===== config.mk =====
export PLATFORM = sky130hd
export DESIGN_NAME = wb_arbiter2
export DESIGN_NICKNAME = d
export VERILOG_FILES = /design/src/rtl/wb_pkg.sv /design/src/rtl/wb_timeout.sv /design/src/rtl/wb_arbiter2.sv
export SDC_FILE = /design/constraint.sdc
export NUM_CORES = 1
export LEC_CHECK = 0
export CORE_AREA = 3 3 125 127
export CTS_BUF_LIST = sky130_fd_sc_hd__clkbuf_16
export CTS_CLUSTER_SIZE = 8
export DETAILED_ROUTE_END_ITERATION = 8
export DIE_AREA = 0 0 128 130
export PLACE_DENSITY_LB_ADDON = 0.25
export SETUP_SLACK_MARGIN = 0.4
export SYNTH_ARGS = -nofsm -noshare
export SYNTH_HDL_FRONTEND = slang
export SYNTH_HIERARCHICAL = 1
export SYNTH_SLANG_ARGS = --single-unit

===== constraint.sdc =====
create_clock -name WB_CLK_I -period 1.74 [get_ports WB_CLK_I]
set_input_delay 0.348 -clock WB_CLK_I [delete_from_list [all_inputs] [get_ports WB_CLK_I]]
set_output_delay 0.348 -clock WB_CLK_I [all_outputs]
set_load 0.02 [all_outputs]

===== src/rtl/wb_pkg.sv =====
// -----------------------------------------------------------------------------
// wb_pkg -- shared Wishbone definitions for the two-master arbiter.
//   arb_state_e : arbiter FSM states (IDLE, GRANT0, GRANT1)
//   CTI_*       : Wishbone B4 cycle-type identifier encodings
// -----------------------------------------------------------------------------
package wb_pkg;

   typedef enum logic [1:0] {
      IDLE   = 2'd0,
      GRANT0 = 2'd1,
      GRANT1 = 2'd2
   } arb_state_e;

   localparam logic [2:0] CTI_CLASSIC = 3'b000;
   localparam logic [2:0] CTI_CONST   = 3'b001;
   localparam logic [2:0] CTI_INCR    = 3'b010;
   localparam logic [2:0] CTI_EOB     = 3'b111;

endpackage


===== src/rtl/wb_timeout.sv =====
// -----------------------------------------------------------------------------
// wb_timeout -- counts consecutive strobe cycles that received no termination.
// Ports:
//   WB_CLK_I  : clock (rising edge)
//   WB_RST_NI : asynchronous active-low reset
//   enable    : a strobe cycle without termination is in progress
//   clear     : restart counting (termination, strobe low, grant change)
//   expired   : this is the LIMIT-th unterminated strobe cycle
// -----------------------------------------------------------------------------
module wb_timeout #(
   parameter int LIMIT = 255
) (
   input  logic WB_CLK_I,
   input  logic WB_RST_NI,
   input  logic enable,
   input  logic clear,
   output logic expired
);

   localparam int CNT_W = $clog2(LIMIT + 1);

   logic [CNT_W-1:0] count_q;

   always_ff @(posedge WB_CLK_I or negedge WB_RST_NI) begin
      if (!WB_RST_NI) begin
         count_q <= '0;
      end else if (clear) begin
         count_q <= '0;
      end else if (enable) begin
         count_q <= count_q + 1'b1;
      end
   end

   // The counter holds the number of earlier unterminated cycles, so the
   // current cycle is the LIMIT-th one when it reads LIMIT-1.
   assign expired = enable && (count_q == CNT_W'(LIMIT - 1));

endmodule


===== src/rtl/wb_arbiter2.sv =====
// -----------------------------------------------------------------------------
// wb_arbiter2 -- two-master Wishbone B4 arbiter onto one slave port.
// M0 is instruction fetch, M1 is data. Grant is held for the whole CYC
// window (bursts never split); ties go to the master that did not hold the
// last grant. All routing is combinational from the registered grant state.
//
// Parameters: WB_ADDR_WIDTH, WB_DATA_WIDTH, TIMEOUT_CYCLES
// Ports:
//   WB_CLK_I, WB_RST_NI              : clock, async active-low reset
//   Mx_ADR/DAT/WE/CTI/STB/CYC_I      : master requests (x = 0,1)
//   Mx_DAT/ACK/ERR/RTY/STALL_O       : responses to masters
//   S_ADR/DAT/WE/CTI/STB/CYC_O       : request to slave
//   S_DAT/ACK/ERR/RTY/STALL_I        : slave responses
//
// Build option: define WB_ARB_TIMEOUT_EN to abort a strobe that goes
// TIMEOUT_CYCLES cycles without termination (ERR to the master, grant
// released). Without it a hung slave holds the grant indefinitely.
// -----------------------------------------------------------------------------
module wb_arbiter2
   import wb_pkg::*;
#(
   parameter int WB_ADDR_WIDTH  = 32,
   parameter int WB_DATA_WIDTH  = 32,
   parameter int TIMEOUT_CYCLES = 255
) (
   input  logic                     WB_CLK_I,
   input  logic                     WB_RST_NI,
   // master 0 (instruction fetch)
   input  logic [WB_ADDR_WIDTH-1:0] M0_ADR_I,
   input  logic [WB_DATA_WIDTH-1:0] M0_DAT_I,
   input  logic                     M0_WE_I,
   input  logic [2:0]               M0_CTI_I,
   input  logic                     M0_STB_I,
   input  logic                     M0_CYC_I,
   output logic [WB_DATA_WIDTH-1:0] M0_DAT_O,
   output logic                     M0_ACK_O,
   output logic                     M0_ERR_O,
   output logic                     M0_RTY_O,
   output logic                     M0_STALL_O,
   // master 1 (data)
   input  logic [WB_ADDR_WIDTH-1:0] M1_ADR_I,
   input  logic [WB_DATA_WIDTH-1:0] M1_DAT_I,
   input  logic                     M1_WE_I,
   input  logic [2:0]               M1_CTI_I,
   input  logic                     M1_STB_I,
   input  logic                     M1_CYC_I,
   output logic [WB_DATA_WIDTH-1:0] M1_DAT_O,
   output logic                     M1_ACK_O,
   output logic                     M1_ERR_O,
   output logic                     M1_RTY_O,
   output logic                     M1_STALL_O,
   // slave
   output logic [WB_ADDR_WIDTH-1:0] S_ADR_O,
   output logic [WB_DATA_WIDTH-1:0] S_DAT_O,
   output logic                     S_WE_O,
   output logic [2:0]               S_CTI_O,
   output logic                     S_STB_O,
   output logic                     S_CYC_O,
   input  logic [WB_DATA_WIDTH-1:0] S_DAT_I,
   input  logic                     S_ACK_I,
   input  logic                     S_ERR_I,
   input  logic                     S_RTY_I,
   input  logic                     S_STALL_I
);

   arb_state_e state_q, state_d;
   logic       last_grant_q, last_grant_d;
   logic       gnt0, gnt1;
   logic       cyc_raw, stb_raw;
   logic       term;
   logic       to_expired;

   assign gnt0 = (state_q == GRANT0);
   assign gnt1 = (state_q == GRANT1);
   assign term = S_ACK_I | S_ERR_I | S_RTY_I;

   // ---------------------------------------------------------------------------
   // Optional strobe timeout
   // ---------------------------------------------------------------------------
`ifdef WB_ARB_TIMEOUT_EN
   logic to_enable, to_clear;

   // Uses the unmasked strobe so the forced CYC/STB drop on expiry does not
   // feed back into the expiry decision.
   assign to_enable = stb_raw & ~term;
   assign to_clear  = ~stb_raw | term | (state_d != state_q);

   wb_timeout #(
      .LIMIT (TIMEOUT_CYCLES)
   ) u_timeout (
      .WB_CLK_I  (WB_CLK_I),
      .WB_RST_NI (WB_RST_NI),
      .enable    (to_enable),
      .clear     (to_clear),
      .expired   (to_expired)
   );
`else
   assign to_expired = 1'b0;
`endif

   // ---------------------------------------------------------------------------
   // Grant FSM
   // ---------------------------------------------------------------------------
   // NOTE: state and last_grant both come out of reset via the async reset;
   // last_grant starts at 1 so M0 wins the first tie.
   always_ff @(posedge WB_CLK_I or negedge WB_RST_NI) begin
      if (!WB_RST_NI) begin
         state_q      <= IDLE;
         last_grant_q <= 1'b1;
      end else begin
         // NOTE: non-blocking updates so every register samples pre-edge values.
         state_q      <= state_d;
         last_grant_q <= last_grant_d;
      end
   end

   always_comb begin
      // NOTE: hold-current defaults first keep every path assigned (no latches).
      state_d      = state_q;
      last_grant_d = last_grant_q;
      case (state_q)
         IDLE: begin
            if (M0_CYC_I && M1_CYC_I) begin
               state_d = last_grant_q ? GRANT0 : GRANT1;
            end else if (M0_CYC_I) begin
               state_d = GRANT0;
            end else if (M1_CYC_I) begin
               state_d = GRANT1;
            end
         end
         GRANT0: begin
            if (to_expired) begin
               state_d      = IDLE;
               last_grant_d = 1'b0;
            end else if (!M0_CYC_I) begin
               state_d      = M1_CYC_I ? GRANT1 : IDLE;
               last_grant_d = 1'b0;
            end
         end
         GRANT1: begin
            if (to_expired) begin
               state_d      = IDLE;
               last_grant_d = 1'b1;
            end else if (!M1_CYC_I) begin
               state_d      = M0_CYC_I ? GRANT0 : IDLE;
               last_grant_d = 1'b1;
            end
         end
         default: state_d = IDLE;
      endcase
   end

   // ---------------------------------------------------------------------------
   // Request path: only the granted master reaches the slave
   // ---------------------------------------------------------------------------
   always_comb begin
      S_ADR_O = '0;
      S_DAT_O = '0;
      S_WE_O  = 1'b0;
      S_CTI_O = CTI_CLASSIC;
      cyc_raw = 1'b0;
      stb_raw = 1'b0;
      if (gnt0) begin
         S_ADR_O = M0_ADR_I;
         S_DAT_O = M0_DAT_I;
         S_WE_O  = M0_WE_I;
         S_CTI_O = M0_CTI_I;
         cyc_raw = M0_CYC_I;
         stb_raw = M0_STB_I;
      end else if (gnt1) begin
         S_ADR_O = M1_ADR_I;
         S_DAT_O = M1_DAT_I;
         S_WE_O  = M1_WE_I;
         S_CTI_O = M1_CTI_I;
         cyc_raw = M1_CYC_I;
         stb_raw = M1_STB_I;
      end
   end

   assign S_CYC_O = cyc_raw & ~to_expired;
   assign S_STB_O = stb_raw & ~to_expired;

   // ---------------------------------------------------------------------------
   // Response path. Terminations are gated with the granted master's CYC so a
   // late ack in the cycle CYC drops is discarded rather than misrouted.
   // ---------------------------------------------------------------------------
   logic live0, live1;
   assign live0 = gnt0 & M0_CYC_I & ~to_expired;
   assign live1 = gnt1 & M1_CYC_I & ~to_expired;

   assign M0_DAT_O   = gnt0 ? S_DAT_I : '0;
   assign M0_ACK_O   = live0 & S_ACK_I;
   assign M0_ERR_O   = (live0 & S_ERR_I) | (gnt0 & to_expired);
   assign M0_RTY_O   = live0 & S_RTY_I;
   assign M0_STALL_O = gnt0 ? S_STALL_I : M0_CYC_I;

   assign M1_DAT_O   = gnt1 ? S_DAT_I : '0;
   assign M1_ACK_O   = live1 & S_ACK_I;
   assign M1_ERR_O   = (live1 & S_ERR_I) | (gnt1 & to_expired);
   assign M1_RTY_O   = live1 & S_RTY_I;
   assign M1_STALL_O = gnt1 ? S_STALL_I : M1_CYC_I;

endmodule


==> results.cfg, run 1 <==
[run_status]
outcome = finished, violations left
failed_checks = setup timing

[timing]
finClkSkew_ns = 0.00480
fin_crit_ns = 1.97
fin_crit_sh = 1.13
finalSetupViolCount = 142
timing.final.max_slew_violations = 0
timing.slew.headroom = 0.814
setup-tns-final_ns = -16.54
tightest_slew_ns = 0.278
final_critical_path_setup_slack_ns = -0.226
timing.final.hold_violations = 0
setup_repair_after_global_routing_missed_its_margin = true
fmax_mhz = 509

[placement]
place.gp.congestion = 0.794
place.port_buffers = 319
dpl.cell_count = 681
preCtsSetupSlack_ns = -0.456
area_after_detailed_placement_um2 = 5470
detailed_place_hpwl_mm = 9.46

[drt]
detailroute.wirelength.met2_mm = 7.74
routed-wl-met3_mm = 1.36
detail_route.wirelength.met1_mm = 4.58
wirelength_mm = 13.8
drt_iter0_markers = 37
topRoutingLayerUsed = met4
viasPerCell = 4.18
vias = 3014
drt_pass1_iterations = 4
drc = 0
antenna_violating_nets_post_route = 0
wire_per_inst_um = 19.2

[logic_synthesis]
synth_edf_count = 0
synth_common_cells = sky130_fd_sc_hd__a22o_1 (70), sky130_fd_sc_hd__and2_1 (66), sky130_fd_sc_hd__buf_4 (8), sky130_fd_sc_hd__buf_2 (7), sky130_fd_sc_hd__and3_1 (6)
synth.area.top_cells = sky130_fd_sc_hd__a22o_1 (45%), sky130_fd_sc_hd__and2_1 (30%), sky130_fd_sc_hd__buf_4 (4.4%), sky130_fd_sc_hd__dfrtp_1 (3.7%), sky130_fd_sc_hd__and3_1 (2.8%)
synth-main-ff-cell = sky130_fd_sc_hd__dfrtp_1
post_synthesis_instance_area_um2 = 1360
synth.yosys.seq_area_share = 0.0560
yosysTopAreaCell = sky130_fd_sc_hd__a22o_1
yosys.cell_types.count = 18
ys_ff_latch = 3
netlist_instances = 181
synth.top_cell.area_share = 0.450
synthMostInstantiatedCell = sky130_fd_sc_hd__a22o_1
ys_async_sr_fraction = 1.00
avgSynthCellArea_um2 = 7.53
synth_warnings = 6
synth.net_count = 359

[clock_tree]
cts_tree = built
clk_pin_slew_ns = 0.03
cts-root-to-sink-buffers = 2
cts-root-buf = sky130_fd_sc_hd__clkbuf_16
clock_sink_count = 3
cts_hold_buf = 0
cts-htree-levels = 1
cts_made_buffers = 3
worst_skew_pair_later_pin_latency_ns = 0.23

[floorplanning]
fp.dieW_um = 128
fp.coreArea_um2 = 14500
fp.dieArea_um2 = 16600
start_util = 0.0938
total_number_of_placement_rows = 44
die-height_um = 130
io-pin-count = 320

[worst_setup_path]
timing_worst_setup_path_type = reg -> out
crit_path_max_fanout = 6
timing.critical_path.from_type = register
critPathRequiredTime_ns = 1.39
reg2reg_depth = 4
element_type_at_the_critical_path_end = output port
worst_ep_arrival_time_ns = 1.62

[grt]
grt_pass1_vias = 2995
global_route.overflow_total = 0
grt_pass1_wl_mm = 17.6
grt_util_all_layers = 0.135
antenna_found_initial = 0
grt_start_max_net_pins = 26

[finish]
multiInputGateArea_um2 = 1820
synthToLayoutAreaGrowth_pct = 377
final-instance-count-excl-fill = 721
fin_area_um2 = 6500
fillers = 1319
layout.area.seq_um2 = 78.8
post_route_cells_drive_above_1_share = 0.620
insertedDiodeCount = 0
nets = 716

[pwr]
max-vdd-ir-drop_v = 0.000386
power_density_nw_per_um2 = 863
leakage_uw = 0.00298

[worst_hold_path]
hold_path_class = in -> async

[flow_run]
drv.max_cap_violation_count = 0
## critical path, cell delays in order, from the launching register on
cell and delay, ns:
sky130_fd_sc_hd__dfrtp_2 0.43, sky130_fd_sc_hd__inv_2 0.09, sky130_fd_sc_hd__nor2_4 0.04, sky130_fd_sc_hd__buf_12 0.13, sky130_fd_sc_hd__buf_12 0.13, sky130_fd_sc_hd__buf_8 0.13
sky130_fd_sc_hd__buf_6 0.11, sky130_fd_sc_hd__a22o_1 0.20, sky130_fd_sc_hd__buf_6 0.14
## kinds of logic after synthesis
kind of cell	Yosys count	share of synthesized area
AND/OR/NAND/NOR	78	0.356
AO/OA/AOI/OAI	74	0.466
buffers and inverters	24	0.105
flip-flops	3	0.0560
multiplexers	2	0.0165
## layout by cell type, fill, tap and decap left out
cell,instances
sky130_fd_sc_hd__clkdlybuf4s50_1,177
sky130_fd_sc_hd__nor2b_1,1
sky130_fd_sc_hd__clkbuf_16,13
sky130_fd_sc_hd__dfstp_2,1
sky130_fd_sc_hd__a22o_1,16
sky130_fd_sc_hd__and3_2,1
sky130_fd_sc_hd__and3_4,5
sky130_fd_sc_hd__nor2b_4,1
sky130_fd_sc_hd__buf_6,131
sky130_fd_sc_hd__and2_4,64
sky130_fd_sc_hd__o22ai_1,2
sky130_fd_sc_hd__buf_12,13
sky130_fd_sc_hd__o21ai_0,2
sky130_fd_sc_hd__nor2_4,1
sky130_fd_sc_hd__buf_16,10
sky130_fd_sc_hd__inv_1,1
sky130_fd_sc_hd__nor2_1,2
sky130_fd_sc_hd__mux2_4,2
sky130_fd_sc_hd__and2_1,2
sky130_fd_sc_hd__inv_2,1
sky130_fd_sc_hd__buf_2,6
sky130_fd_sc_hd__nand2_1,1
sky130_fd_sc_hd__buf_8,3
sky130_fd_sc_hd__a22o_4,54
sky130_fd_sc_hd__buf_4,25
sky130_fd_sc_hd__dfrtp_2,2
## worst paths after layout
check	slack, ns	endpoint	from
worst max-delay path	-0.23	S_DAT_O[8]	state_q[0]
worst min register to register	0.51	last_grant_q	last_grant_q
worst min-delay path	0.30	state_q[1]	WB_RST_NI
worst max register to register	0.70	state_q[1]	state_q[1]
max in group asynchronous	1.22	last_grant_q	WB_RST_NI
min in group WB_CLK_I	0.51	last_grant_q	last_grant_q
## final cells by class
cell class | instances | share of cell area
clock buffer | 3 | 0.0115
clock inverter | 1 | 0.000577
inverter | 1 | 0.000577
multi-input combinational | 154 | 0.279
sequential | 3 | 0.0121
tap | 184 | 0.0354
timing repair buffer | 375 | 0.660
## flip-flops by register name, summed over array words and instances (netlist names)
signal / flops
state_q: 2
last_grant_q: 1
## through the flow
step                      total power (uW)  utilization  hold slack, ns
after global routing                  5880        0.448           0.312
final                                 5610        0.448           0.300
after detailed placement              4040        0.377           0.505
after global placement                4030        0.377           0.486
after floorplan                       2230            -          0.0524
after CTS                             4860        0.400           0.301
## layer usage
layer | vias up | track usage
li1 | 1415 | -
met4 | 0 | 0.0206
met1 | 1385 | 0.148
met5 | - | 0
met2 | 204 | 0.265
met3 | 10 | 0.0327
## power by group
group          internal [uW]  switching [uW]  total [uW]
logic                   3010            2100        5110
registers                103            29.6         133
clock network            297            69.5         367
total                   3410            2200        5610
## repair_timing
action / CTS / global route
cloned: 9 / 11
endpoints found under the hold margin: 0 / 0
setup endpoints to repair: 142 / 142
resized for setup: 649 / 228
pin swaps: 3 / 24
buffers inserted: 9 / 7
No activity file was read; power rests on OpenSTA's default activity.
==> run 2, diff against run 1 <==
--- a/config.mk
+++ b/config.mk
@@ -7,7 +7,7 @@
 export LEC_CHECK = 0
 export CORE_AREA = 3 3 125 127
 export CTS_BUF_LIST = sky130_fd_sc_hd__clkbuf_16
-export CTS_CLUSTER_SIZE = 8
+export CTS_CLUSTER_SIZE = 20
 export DETAILED_ROUTE_END_ITERATION = 8
 export DIE_AREA = 0 0 128 130
 export PLACE_DENSITY_LB_ADDON = 0.25
@@ -16,3 +16,4 @@
 export SYNTH_HDL_FRONTEND = slang
 export SYNTH_HIERARCHICAL = 1
 export SYNTH_SLANG_ARGS = --single-unit
+export TNS_END_PERCENT = 30
==> run 2 against run 1 <==
Against the previous run: the run still ends with setup timing left; wire length shrank 5.5%; fmax is essentially flat; via count shrank 4.4%; count of clock-buffer cells in the layout is the same; hold slack gained 0.014 ns; largest cell class unchanged; critical path depth shrank 1.
==> results.cfg, run 2 (synthesis gave the netlist of run 1 again) <==
[grt]
grt.met3_usage = 0.0205
use_met2 = 0.213
grtUsageMet1 = 0.136
gr-max-usage-layer = met2
grt_start_max_net_pins = 63
grt_pass1_vias = 2662
grt_pass1_wl_mm = 15.0
antenna_found_initial = 0
grt_util_all_layers = 0.114
global_route.overflow_total = 0

[drt]
vias = 2882
wire_per_inst_um = 18.7
viasPerCell = 4.12
drt_pass1_iterations = 4
wirelength_mm = 13.1
drc = 0
drt_iter0_markers = 59
antenna_violating_nets_post_route = 0

[worst_setup_path]
worst_setup_path_endpoint = S_ADR_O[1]
critPathRequiredTime_ns = 1.39
critPathMaxStageDelay_ns = 0.40
cp.buffers_inverters = 5
element_type_at_the_critical_path_end = output port
crit_path_max_fanout = 7
cp_num_cells = 7
reg2reg_to = state_q[0]
timing_worst_setup_path_type = reg -> out
reg2reg_depth = 4
path_cells = nor2b_4 -> buf_6 -> buf_6 -> buf_6 -> buf_16 -> a22o_1 -> buf_6
worst_ep_arrival_time_ns = 1.62
worstSetupStartpoint = state_q[1]
timing.critical_path.from_type = register
critical-path-slowest-cell = sky130_fd_sc_hd__dfrtp_1
critPathMostFrequentCell = sky130_fd_sc_hd__buf_6
reg2reg_slack_ns = 0.72
reg2reg_from = state_q[0]
path_delay_family = buffers and inverters

[pwr]
max-vdd-ir-drop_v = 0.000501
post-layout-total-power_uw = 4410
power_density_nw_per_um2 = 828
leakage_uw = 0.00248

[placement]
place.port_buffers = 319
detailed_place_hpwl_mm = 9.65
dpl.cell_count = 673
place.gp.congestion = 0.858

[finish]
regMostFlops = state_q
post_route_cells_drive_above_1_share = 0.494
fillers = 1510
final-instance-count-excl-fill = 700
multiInputGateArea_um2 = 1380
mostFrequentLayoutCell = sky130_fd_sc_hd__clkdlybuf4s50_1
largest_reg_flops = 2
synthToLayoutAreaGrowth_pct = 291
largest_registers = state_q: 2 flops, last_grant_q: 1 flops
insertedDiodeCount = 0
layout.area.seq_um2 = 76.3
nets = 695
layout_common_cells = sky130_fd_sc_hd__clkdlybuf4s50_1 (177), sky130_fd_sc_hd__buf_6 (80), sky130_fd_sc_hd__a22o_1 (62)

[clock_tree]
cts_made_buffers = 3
worst_skew_pair_later_pin_latency_ns = 0.22
clk_pin_slew_ns = 0.03
cts_tree = built
cts-root-to-sink-buffers = 2
cts-htree-levels = 1
clock_sink_count = 3
cts-root-buf = sky130_fd_sc_hd__clkbuf_16

[timing]
finalSetupViolCount = 130
fin_crit_sh = 1.13
final_critical_path_setup_slack_ns = -0.225
setup-tns-final_ns = -15.24
setup_repair_after_global_routing_missed_its_margin = true
holdWs_ns = 0.313
timing.final.hold_violations = 0
tightest_slew_ns = 0.217
fmax_mhz = 509
timing.final.max_slew_violations = 0
fin_crit_ns = 1.96
timing.slew.headroom = 0.855
finClkSkew_ns = 0.000396

[floorplanning]
start_util = 0.0938
fp.dieW_um = 128
io-pin-count = 320
fp.coreArea_um2 = 14500
die-height_um = 130
fp.dieArea_um2 = 16600
total_number_of_placement_rows = 44

[flow_run]
drv.max_cap_violation_count = 0

[run_status]
failed_checks = setup timing
outcome = finished, violations left

[worst_hold_path]
hold_path_class = in -> async
-- run 2: cell types whose count changed in the layout (fill, tap and decap cells not counted), sizes merged --
| cell | delta |
|---|---|
| buf | -36 |
| clkbuf | +15 |
-- run 2: power by group --
group / switching [uW] / internal [uW] / total (uW) / leakage [uW]
clock: 65.6 / 297 / 362 / 0.0000423
sequential: 24.3 / 101 / 126 / 0.0000357
combinational: 1810 / 2120 / 3930 / 0.00240
-- run 2: how the worst min path moves through the flow --
stage | startpoint | end | slack [ns] | cells past startpoint
after floorplan | WB_RST_NI | state_q[0] | 0.05 | 0
after global placement | last_grant_q | last_grant_q | 0.49 | 2
after detailed placement | last_grant_q | last_grant_q | 0.50 | 2
after CTS | WB_RST_NI | state_q[1] | 0.31 | 1
after global routing | WB_RST_NI | state_q[1] | 0.32 | 1
final | WB_RST_NI | state_q[1] | 0.31 | 1
-- run 2: through the flow --
stage                     setup WS, ns  utilization  area (um2)
after floorplan                  0.167            -        1510
after global placement          -0.331        0.340        4940
after detailed placement        -0.372        0.340        4940
after CTS                       -0.550        0.348        5060
after global routing            -0.273        0.367        5330
final                           -0.225        0.367        5330
-- run 2: area by class of cell --
cell class	instances	share of cell area
clock buffer	3	0.0141
tap	184	0.0432
multi-input combinational	154	0.258
sequential	3	0.0143
inverter	1	0.000704
timing repair buffer	354	0.669
clock inverter	1	0.000704
-- run 2: what timing repair did --
| item | CTS | global route |
|---|---|---|
| gates resized for setup | 234 | 446 |
| setup buffers | 3 | 9 |
| hold buffers | 0 | 0 |
| pin swaps | 9 | 26 |
| endpoints found under the setup margin | 142 | 142 |
| cloned | 1 | 10 |
-- run 2: per-layer routing --
layer | wire, um | up-vias
met4 | 233 | 0
met2 | 6740 | 184
met5 | 0 | -
met3 | 1050 | 16
li1 | - | 1350
met1 | 5050 | 1332
